===== config.mk =====
export PLATFORM = sky130hd
export DESIGN_NAME = instr_fetch
export DESIGN_NICKNAME = d
export VERILOG_FILES = /design/src/rtl/fetch_pkg.sv /design/src/rtl/fetch_buf.sv /design/src/rtl/instr_fetch.sv
export SDC_FILE = /design/constraint.sdc
export NUM_CORES = 1
export LEC_CHECK = 0
export ABC_AREA = 1
export CORE_UTILIZATION = 35
export CTS_CLUSTER_SIZE = 16
export DETAILED_ROUTE_END_ITERATION = 10
export GPL_ROUTABILITY_DRIVEN = 1
export HOLD_SLACK_MARGIN = 0.08
export PLACE_DENSITY = 0.58
export SYNTH_ARGS = -nofsm -noshare
export SYNTH_HDL_FRONTEND = slang
export SYNTH_HIERARCHICAL = 1
export SYNTH_SLANG_ARGS = --single-unit

===== constraint.sdc =====
create_clock -name clk -period 3.75 [get_ports clk]
set_clock_uncertainty 0.15 [all_clocks]
set_input_delay 0.375 -clock clk [delete_from_list [all_inputs] [get_ports clk]]
set_output_delay 0.375 -clock clk [all_outputs]
set_load 0.05 [all_outputs]

===== src/rtl/fetch_pkg.sv =====
// fetch_pkg: shared types and constants for the instruction fetch stage.
// Optional feature macro: FETCH_MISALIGN_CHK_EN (adds the HALT state).
package fetch_pkg;

    localparam int INSTR_W   = 32;
    localparam int XLEN      = 32;
    localparam int BUF_DEPTH = 2;

    // Occupancy value at which the buffer is full.
    localparam logic [1:0] BUF_FULL = 2'd2;

    localparam logic [XLEN-1:0] RESET_PC_DEFAULT = 32'h0000_0000;
    localparam logic [XLEN-1:0] PC_STEP          = 32'd4;

`ifdef FETCH_MISALIGN_CHK_EN
    typedef enum logic [1:0] {
        ST_ISSUE    = 2'd0,
        ST_WAIT_RSP = 2'd1,
        ST_HALT     = 2'd2
    } fetch_state_t;
`else
    typedef enum logic [1:0] {
        ST_ISSUE    = 2'd0,
        ST_WAIT_RSP = 2'd1
    } fetch_state_t;
`endif

    // One buffered instruction together with the address it was fetched from.
    typedef struct packed {
        logic [INSTR_W-1:0] instr;
        logic [XLEN-1:0]    pc;
    } fetch_entry_t;

    // Clears the byte offset so the address names a whole 32-bit word.
    function automatic logic [XLEN-1:0] align_word(input logic [XLEN-1:0] addr);
        return {addr[XLEN-1:2], 2'b00};
    endfunction

endpackage


===== src/rtl/fetch_buf.sv =====
// fetch_buf: two-entry instruction FIFO with push, pop and flush.
// The head entry is always visible; count says whether it is meaningful.
module fetch_buf
    import fetch_pkg::*;
(
    input  logic         clk,
    input  logic         reset_n,
    input  logic         push,
    input  fetch_entry_t push_entry,
    input  logic         pop,
    input  logic         flush,
    output fetch_entry_t head,
    output logic [1:0]   count
);

    fetch_entry_t mem [BUF_DEPTH];
    logic         wr_ptr;
    logic         rd_ptr;
    logic         do_push;
    logic         do_pop;

    // A pop of an empty buffer or a push into a full one is ignored.
    assign do_pop  = pop && (count != 2'd0);
    assign do_push = push && (count != BUF_FULL);

    assign head = mem[rd_ptr];

    // Storage, pointers and occupancy; flush empties without touching storage.
    always_ff @(posedge clk) begin
        if (!reset_n) begin
            mem[0] <= '0;
            mem[1] <= '0;
            wr_ptr <= 1'b0;
            rd_ptr <= 1'b0;
            count  <= 2'd0;
        end else if (flush) begin
            wr_ptr <= 1'b0;
            rd_ptr <= 1'b0;
            count  <= 2'd0;
        end else begin
            if (do_push) begin
                mem[wr_ptr] <= push_entry;
                wr_ptr      <= ~wr_ptr;
            end
            if (do_pop) begin
                rd_ptr <= ~rd_ptr;
            end
            case ({do_push, do_pop})
                2'b10:   count <= count + 2'd1;
                2'b01:   count <= count - 2'd1;
                default: count <= count;
            endcase
        end
    end

endmodule


===== src/rtl/instr_fetch.sv =====
// instr_fetch: program counter, single-outstanding instruction memory
// requests, a 2-entry instruction buffer and the decode handshake.
// Optional feature macro: FETCH_MISALIGN_CHK_EN (misaligned redirect
// detection with a HALT state); without it target bits [1:0] are cleared.
//
// Handshakes: a transfer happens in a cycle where the producer's valid and
// the consumer's ready/grant are both high at the rising edge. Once raised,
// imem_req_o and imem_addr_o hold until imem_gnt_i (a redirect may replace
// them); instr_valid_o/instr_o/instr_pc_o hold until instr_ready_i (a
// redirect may flush them). Valid never depends combinationally on ready.
module instr_fetch
    import fetch_pkg::*;
#(
    parameter logic [XLEN-1:0] RESET_PC = RESET_PC_DEFAULT
) (
    input  logic               clk,
    input  logic               reset_n,
    output logic               imem_req_o,
    output logic [XLEN-1:0]    imem_addr_o,
    input  logic               imem_gnt_i,
    input  logic               imem_rvalid_i,
    input  logic [INSTR_W-1:0] imem_rdata_i,
    input  logic               redirect_i,
    input  logic [XLEN-1:0]    redirect_pc_i,
    output logic               instr_valid_o,
    output logic [INSTR_W-1:0] instr_o,
    output logic [XLEN-1:0]    instr_pc_o,
    input  logic               instr_ready_i,
    output logic               fetch_misalign_o,
    output fetch_state_t       state_dbg
);

    fetch_state_t     state;
    fetch_state_t     state_nxt;
    logic [XLEN-1:0]  pc;
    logic [XLEN-1:0]  pc_nxt;
    logic [XLEN-1:0]  req_pc;
    logic [XLEN-1:0]  req_pc_nxt;
    logic             kill;
    logic             kill_nxt;
    logic             run;

    logic             fetch_req;
    logic             granted;
    logic             outstanding;
    logic             rsp;
    logic             still_out;
    logic             buf_push;
    logic             buf_pop;
    logic [1:0]       count;
    fetch_entry_t     push_entry;
    fetch_entry_t     head;

`ifdef FETCH_MISALIGN_CHK_EN
    logic             tgt_misaligned;
    logic             misalign_q;

    assign tgt_misaligned   = redirect_i && (redirect_pc_i[1:0] != 2'b00);
    assign fetch_misalign_o = misalign_q;

    // One-cycle pulse following a misaligned redirect.
    always_ff @(posedge clk) begin
        if (!reset_n) begin
            misalign_q <= 1'b0;
        end else begin
            misalign_q <= tgt_misaligned;
        end
    end
`else
    logic             unused_tgt_bits;

    assign unused_tgt_bits  = ^redirect_pc_i[1:0];
    assign fetch_misalign_o = 1'b0;
`endif

    // A request is in flight while waiting, or while a killed one is pending
    // (kill can only be set when a response is still owed).
    assign outstanding = (state == ST_WAIT_RSP) || kill;
    assign fetch_req   = run && (state == ST_ISSUE) && (count != BUF_FULL);
    assign granted     = fetch_req && imem_gnt_i;
    assign rsp         = outstanding && imem_rvalid_i;
    // After this edge, will a response still be owed to us?
    assign still_out   = (outstanding && !imem_rvalid_i) || granted;
    assign buf_push    = rsp && !kill && !redirect_i;
    assign buf_pop     = instr_valid_o && instr_ready_i;
    assign push_entry  = '{instr: imem_rdata_i, pc: req_pc};

    assign imem_req_o    = fetch_req;
    assign imem_addr_o   = pc;
    assign instr_valid_o = (count != 2'd0);
    assign instr_o       = head.instr;
    assign instr_pc_o    = head.pc;
    assign state_dbg     = state;

    fetch_buf u_buf (
        .clk        (clk),
        .reset_n    (reset_n),
        .push       (buf_push),
        .push_entry (push_entry),
        .pop        (buf_pop),
        .flush      (redirect_i),
        .head       (head),
        .count      (count)
    );

    // State, PC and kill registers; run holds off requests during reset.
    always_ff @(posedge clk) begin
        if (!reset_n) begin
            state  <= ST_ISSUE;
            pc     <= RESET_PC;
            req_pc <= RESET_PC;
            kill   <= 1'b0;
            run    <= 1'b0;
        end else begin
            state  <= state_nxt;
            pc     <= pc_nxt;
            req_pc <= req_pc_nxt;
            kill   <= kill_nxt;
            run    <= 1'b1;
        end
    end

    // Next-state logic: normal fetch progress first, redirect overrides last.
    always_comb begin
        state_nxt  = state;
        pc_nxt     = pc;
        req_pc_nxt = req_pc;
        kill_nxt   = kill;

        case (state)
            ST_ISSUE: begin
                if (granted) begin
                    req_pc_nxt = pc;
                    pc_nxt     = pc + PC_STEP;
                    state_nxt  = ST_WAIT_RSP;
                end
            end
            ST_WAIT_RSP: begin
                if (imem_rvalid_i) begin
                    kill_nxt  = 1'b0;
                    state_nxt = ST_ISSUE;
                end
            end
`ifdef FETCH_MISALIGN_CHK_EN
            ST_HALT: begin
                // Still absorb a killed response so kill does not linger.
                if (rsp) begin
                    kill_nxt = 1'b0;
                end
            end
`endif
            default: begin
                state_nxt = ST_ISSUE;
            end
        endcase

        if (redirect_i) begin
            kill_nxt  = still_out;
            state_nxt = still_out ? ST_WAIT_RSP : ST_ISSUE;
            pc_nxt    = align_word(redirect_pc_i);
`ifdef FETCH_MISALIGN_CHK_EN
            if (tgt_misaligned) begin
                pc_nxt    = redirect_pc_i;
                state_nxt = ST_HALT;
            end
`endif
        end
    end

endmodule


* Yosys cells after proc, flatten, opt, wreduce, memory -nomap -nowiden
Memories as Yosys holds them, arrays and structs flattened. A register that Yosys moved wholly into a read port is not among the register bits. Cells that the tools add are included.
Cells by class: reductions and logical operators 28, equality and inequality tests 6, multiplexer cells 23, bitwise gates (word level) 3, $add $sub $neg 3
Operator list (number):
- 32-bit two-way mux | 3
- 64-bit two-way mux | 1
- 64-bit OR reduction | 1
- 32-bit by 3-bit adder with 32-bit output (second input constant) | 1
- 1-bit two-way mux | 14
- 2-bit nonzero test | 6
- 1-bit logical AND | 10
- 2-bit case mux with 2 select lines | 2
- 2-bit AND reduction | 4
- 2-bit two-way mux | 3
- 3-bit inequality test (second input constant) | 2
- 2-bit by 1-bit equality test with 1-bit output (second input constant) | 2
- 1-bit zero test | 3
- 1-bit inverter | 3
- 2-bit by 1-bit adder with 2-bit output (second input constant) | 1
- 2-bit equality test (second input constant) | 1
- 2-bit zero test | 1
- 1-bit logical OR | 2
- 2-bit inequality test (second input constant) | 1
- 2-bit OR reduction | 1
- 2-bit by 1-bit subtractor with 2-bit output (second input constant) | 1
Storage, ports and cells: logic and storage cells 73, bits of input ports 70, register bits after elaboration 72, memory bits (writable) 128, memories 1
Memories:
- u_buf.mem | depth 2, width 64, read ports 1, clocked after memory_dff 1, wr ports 2, line fetch_buf.sv:16 | fetch_entry_t mem [BUF_DEPTH];

* Depth between registers and ports, before layout
Gate-level depths: netlist of run 1.
word-level depth 12, depth in mapped cells 11, mapped depth without buffers 10

* Modules after synthesis
Netlist of run 1, hierarchy kept.
By module, submodules not included:
- fetch_buf | cells each 443, times used 1, seq. area each 3943.8 um^2, area each 5848.1 um^2
- instr_fetch | cells each 496, times used 1, seq. area each 1261.2 um^2, area each 3343.2 um^2

* Least setup slack after synthesis of run 1
OpenSTA, ideal clock, no wires.
path type reg-to-reg, from reg state[0], in the netlist state_dbg[0], to mem u_buf/mem[1][0] in the netlist's numbering, enable pin, path buffers 2, cell stages (with the launch flop) 8, data arrival time 3069 ps, library setup time 424 ps, clock period less this slack 3642 ps, setup slack 108 ps, cell sequence dfxtp_1 inv_1 nor4_1 a21boi_2 nand3_1 buf_6 buf_6 nand2_1
RTL lines:
- start: declaration | line instr_fetch.sv:33 | fetch_state_t state;
- start signal: assignment | line instr_fetch.sv:115 | state <= state_nxt;
- end: declaration | line fetch_buf.sv:16

==> flow_metrics.tcl, run 1 <==
set metrics [dict create \
    status "finished, final reports clean" \
    grt_overflow 0 \
    async_reset_ff_share_pct 0 \
    area_growth_pct 27.21 \
    synth_edf_count 128 \
    hold-worst-slack_ns 0.3156 \
    synth_cell_types 37 \
    grt.total_usage_pct 16.02 \
    netlist.area_leader.share_pct 41.82 \
    numPortBuffers 164 \
    start_util_pct 36.08 \
    cts_sinks 196 \
    crit_path_end_kind "output pin" \
    p_per_area_nw_per_um2 411.0 \
    ys_seq_area_share_pct 56.63 \
    diodes 0 \
    path_clk_slew_ns 0.07 \
    grt_max_degree 65 \
    grt_pass1_wl_mm 32.89 \
    dp_hpwl_mm 14.01 \
    slew_violations 0 \
    syn-instance-count 939 \
    power.total_mw 4.805 \
    seqPwrFrac_pct 50.8 \
    ys_ff_latch 196 \
    timing.fmax_ghz 0.3331 \
    worst-path-buf-inv 2 \
    vias 6580 \
    gp_congestion 0.8984 \
    crit_family "buffers and inverters" \
    hold_path_class "reg2reg" \
    nets 1164 \
    cts_tree "yes" \
    hold_buffers 0 \
    dieHeight_um 164.1 \
    design_area_um2 11690 \
    dp.cells 1403 \
    root_buffer "clkbuf_16" \
    p_sw_mw 1.273 \
    die_w_um 164.1 \
    dr.pass1.iters 5 \
    core_area_um2 25470 \
    met3_usage_pct 2.904 \
    cp.required_ns 3.22 \
    boundaryPins 171 \
    p_comb_share_pct 12.6 \
    rsz0062_at_grt "false" \
    cp_slowest_cell "clkdlybuf4s50_1" \
    clk_latency_ns 0.43 \
    synth_area_leader_cell "edfxtp_1" \
    arrival_ns 2.48 \
    peakVddDrop_uv 223.4 \
    met2_usage_pct 25.83 \
    critPathMaxFanout 22 \
    p_int_mw 3.532 \
    worst_pin_slew_ns 1.061 \
    cts_made_buffers 17 \
    grt_util_met1_pct 21.58 \
    top_usage_layer "met2" \
    fp.dieArea_um2 26910 \
    postCtsSetupBuffers 0 \
    drtIter0Drc 377 \
    fp-row-count 58 \
    leakage_nw 4.272 \
    worst-setup-path-type "reg2out" \
    relSlewSlack_pct 29.29 \
    placed_area_um2 11120 \
    critPathLaunchType "flip-flop" \
    p_clk_share_pct 36.6 \
    ys_warn_count 6 \
    p_sw_share_pct 26.49 \
    drt-total-wl_mm 20.95 \
    finalHoldViolCount 0 \
    synth_common_cells "edfxtp_1, nand2_1, inv_1, nor2_1, dfxtp_1" \
    clk_path_buf_depth 2 \
    synth_flop_cell "edfxtp_1" \
    fin_tns_setup_ns 0 \
    syn-cell-area_um2 9191 \
    path_cells "buf_12 > mux2_2 > clkdlybuf4s50_1" \
    setup_viol 0 \
    grt_pass1_vias 6363 \
    drcViolationCount 0 \
    antenna_found_initial 0 \
    syn_avg_cell_area_um2 9.788 \
    vias_per_cell 4.585 \
    max-cap-violations 0 \
    detail-route-antenna-nets 0 \
    drive_above_1_share_pct 18.46 \
    post-route-period-util_pct 80.06 \
    synthTopCellsByArea "edfxtp_1, dfxtp_1, mux2_2" \
    fin_crit_ns 3.002 \
    max_stage_delay_ns 0.73 \
    h-tree-depth 4 \
    routedWlPerCell_um 14.60 \
    final_cells 1435 \
    cts.repair.resized 0 \
]
## area by class of cell
class                           count  area [um2]
Clock inverter                     15       142.6
Timing Repair Buffer              174        1767
Clock buffer                       17       425.4
Tap cell                          330       412.9
Fill cell                        2471       13780
Sequential cell                   196        5206
Inverter                          130       488.0
Multi-Input combinational cell    573        3251
## stage by stage
step	setup slack, ns	util, %
after floorplan	0.1078	-
after global placement	0.9970	43.67
after detailed placement	0.9736	43.67
after CTS	0.6828	45.90
after global routing	0.6261	45.90
final	0.7479	45.90
## worst register-to-register path, delay by kind of cell (launching register included)
kind,cells,cell delay (ns)
compound gates,1,0.34
buf+inv,2,0.43
flops,1,0.45
simple gates,3,0.62
## kinds of logic (layout without fill, tap and decap cells)
kind of cell               after synthesis  after routing  share of synthesized area, %
muxes                                   64             64                         7.841
adders and majority gates                2              2                        0.2722
other                                    1              6                       0.04080
AOI/OAI and AO/OA                      121            121                         6.874
buffers and inverters                  175            336                         8.535
xor gates and xnor gates                 7              7                        0.6670
and+or+nand+nor                        373            373                         19.14
DFF                                    196            196                         56.63
## power groups by stage
stage	Sequential, mW	Combinational [mW]	Clock, mW
after CTS	2.44	0.610	1.82
after floorplan	2.55	0.312	0
after global placement	2.49	0.605	0
final	2.44	0.605	1.76
after global routing	2.45	0.651	1.89
after detailed placement	2.49	0.607	0
## registers in the layout, indices dropped and copies added (netlist names), named ones only
register	count
u_buf/wr_ptr	1
u_buf/mem	128
imem_addr_o	30
req_pc	30
run	1
u_buf/rd_ptr	1
u_buf/count	2
state_dbg	1
kill	1
## routing by layer
layer	vias up	share of wire, %
li1	3351	-
met1	3017	48
met2	191	46
met3	21	4.7
met4	0	1.5
met5	-	0
## cell usage in the layout, fill, tap and decap left out, drive strengths merged, types with 4 or more instances in the layout
| cell type | synthesis | routed |
|---|---|---|
| edfxtp | 128 | 128 |
| dfxtp | 68 | 68 |
| a21oi | 55 | 55 |
| nand2 | 138 | 138 |
| mux2 | 64 | 64 |
| buf | 34 | 10 |
| clkbuf | 11 | 17 |
| xor2 | 5 | 5 |
| clkinv | 1 | 7 |
| inv | 129 | 136 |
| o21ai | 58 | 58 |
| nand3 | 37 | 37 |
| nand4 | 4 | 4 |
| conb | 1 | 6 |
| a31oi | 5 | 5 |
| clkdlybuf4s50 | 0 | 164 |
| nor2 | 190 | 190 |
## worst paths after layout
path / cells past startpoint / slack (ns) / endpoint / start
setup / recovery: 3 / 0.75 / instr_pc_o[29] / flip-flop
hold / removal: 2 / 0.32 / req_pc[10]$_SDFFE_PN0P_ / req_pc[10]$_SDFFE_PN0P_
setup reg to reg: 6 / 1.37 / u_buf/mem[0][32]$_SDFFCE_PN0P_ / state_dbg[0]$_SDFFE_PN0P_
hold reg to reg: 2 / 0.32 / req_pc[10]$_SDFFE_PN0P_ / req_pc[10]$_SDFFE_PN0P_
No activity file was read; power rests on OpenSTA's default activity.
==> inputs of run 2 (changes only) <==
==> constraint.sdc (replaced) <==
create_clock -name clk -period 2.9 [get_ports clk]
set_clock_uncertainty 0.15 [all_clocks]
set_input_delay 0.29 -clock clk [delete_from_list [all_inputs] [get_ports clk]]
set_output_delay 0.29 -clock clk [all_outputs]
set_load 0.05 [all_outputs]
==> run 2 against run 1 <==
Worst setup slack got worse by 0.57 ns. Design area rose by 0.56%. Wire length rose by 1.1%. Non-clock buffer count rose by 4. Register-to-register slack got worse by 0.68 ns. Die area did not move. Final cell count rose by 0.28%. Critical endpoint is now instr_pc_o[8].
==> flow_metrics.tcl, run 2 (same netlist as run 1, synthesis figures left out) <==
set metrics [dict create \
    numPortBuffers 164 \
    drive_above_1_share_pct 18.76 \
    gp_congestion 0.8247 \
    vias_per_cell 4.607 \
    finalHoldViolCount 0 \
    peakVddDrop_uv 344.2 \
    cp.required_ns 2.46 \
    post-route-period-util_pct 93.85 \
    fp.dieArea_um2 26910 \
    boundaryPins 171 \
    grt_pass1_vias 6341 \
    root_buffer "clkbuf_16" \
    worst-setup-path-type "reg2out" \
    cts_made_buffers 17 \
    clk_latency_ns 0.43 \
    grt_max_degree 66 \
    dp_hpwl_mm 14.12 \
    cts_tree "yes" \
    slew_violations 0 \
    core_area_um2 25470 \
    antenna_found_initial 0 \
    fp-row-count 58 \
    max-cap-violations 0 \
    grt_overflow 0 \
    hold-worst-slack_ns 0.2865 \
    clk_path_buf_depth 2 \
    drt-total-wl_mm 21.18 \
    drtIter0Drc 462 \
    hold_path_class "in2reg" \
    largest-register "u_buf/mem" \
    cts_sinks 196 \
    leakage_nw 4.313 \
    fin_tns_setup_ns 0 \
    diodes 0 \
    layout_commonest_cell "clkdlybuf4s50_1" \
    status "finished, final reports clean" \
    setup_viol 0 \
    area_growth_pct 27.92 \
    detail-route-antenna-nets 0 \
    p_per_area_nw_per_um2 537.7 \
    postCtsSetupBuffers 0 \
    vias 6630 \
    h-tree-depth 4 \
    timing.fmax_ghz 0.3674 \
    layout_common_cells "clkdlybuf4s50_1, edfxtp_1, inv_1, nand2_1, nor2_1" \
    fin_crit_ns 2.722 \
    largest_register_ffs 128 \
    arrival_ns 2.28 \
    rsz0062_at_grt "false" \
    critPathLaunchType "flip-flop" \
    die_w_um 164.1 \
    crit_path_end_kind "output pin" \
    nets 1168 \
    grt_pass1_wl_mm 32.90 \
    dieHeight_um 164.1 \
    worst_pin_slew_ns 0.8240 \
    start_util_pct 36.08 \
    path_clk_slew_ns 0.08 \
    grt.total_usage_pct 16.02 \
    relSlewSlack_pct 45.07 \
    drcViolationCount 0 \
    cts.repair.resized 0 \
    dr.pass1.iters 5 \
    routedWlPerCell_um 14.72 \
    hold_buffers 0 \
    critPathMaxFanout 64 \
]
[run 2: changes by cell type in the layout (fill, tap and decap cells not counted), sizes merged]
cell,delta
clkdlybuf4s50,-2
inv,-1
clkinv,-3
clkbuf,+4
buf,+6
[run 2: worst paths after layout]
| kind | endpoint | start | depth (start not counted) | slack (ns) |
|---|---|---|---|---|
| min | imem_addr_o[13]$_SDFFE_PN0P_ | redirect_pc_i[13] | 3 | 0.29 |
| max reg2reg | u_buf/mem[1][56]$_SDFFCE_PN0P_ | state_dbg[0]$_SDFFE_PN0P_ | 6 | 0.69 |
| max | instr_pc_o[8] | flip-flop | 3 | 0.18 |
| min reg2reg | req_pc[3]$_SDFFE_PN0P_ | req_pc[3]$_SDFFE_PN0P_ | 2 | 0.32 |
[run 2: layout make-up]
| type | instances | area (um2) |
|---|---|---|
| flip-flops and latches | 196 | 5206 |
| fillers | 2443 | 13710 |
| clock buffers | 21 | 483.0 |
| multi-input cells | 573 | 3251 |
| clock inverters | 11 | 112.6 |
| repair buffers | 178 | 1804 |
| well taps | 330 | 412.9 |
| inverters | 130 | 488.0 |
[run 2: report_power, final]
group	internal (mW)	total [mW]	switching, mW
sequential	3.08	3.16	0.0759
combinational	0.286	0.791	0.505
clock	1.31	2.37	1.07
[run 2: worst max-delay path: stages, from the launching register on]
cell	delay (ns)
dfxtp_2	0.34
buf_12	0.31
mux2_2	0.38
clkdlybuf4s50_1	0.76
[run 2: per-stage QoR]
stage	total power, mW	setup WS (ns)	utilization, %	std cells	cell area [um2]
after detailed placement	4.014	0.4248	43.82	1407	11160
after global routing	6.552	0.1149	46.16	1439	11760
after global placement	4.010	0.4141	43.82	1407	11160
after floorplan	3.692	0.2282	-	944	9225
final	6.322	0.1784	46.16	1439	11760
after CTS	6.386	0.1506	46.16	1439	11760
[run 2: metal layers]
layer	GRT usage, %	wire, um	vias up
met4	4.419	223	0
met5	0	0	-
li1	-	-	3365
met3	3.207	1146	14
met1	21.43	10040	3065
met2	26.29	9769	186
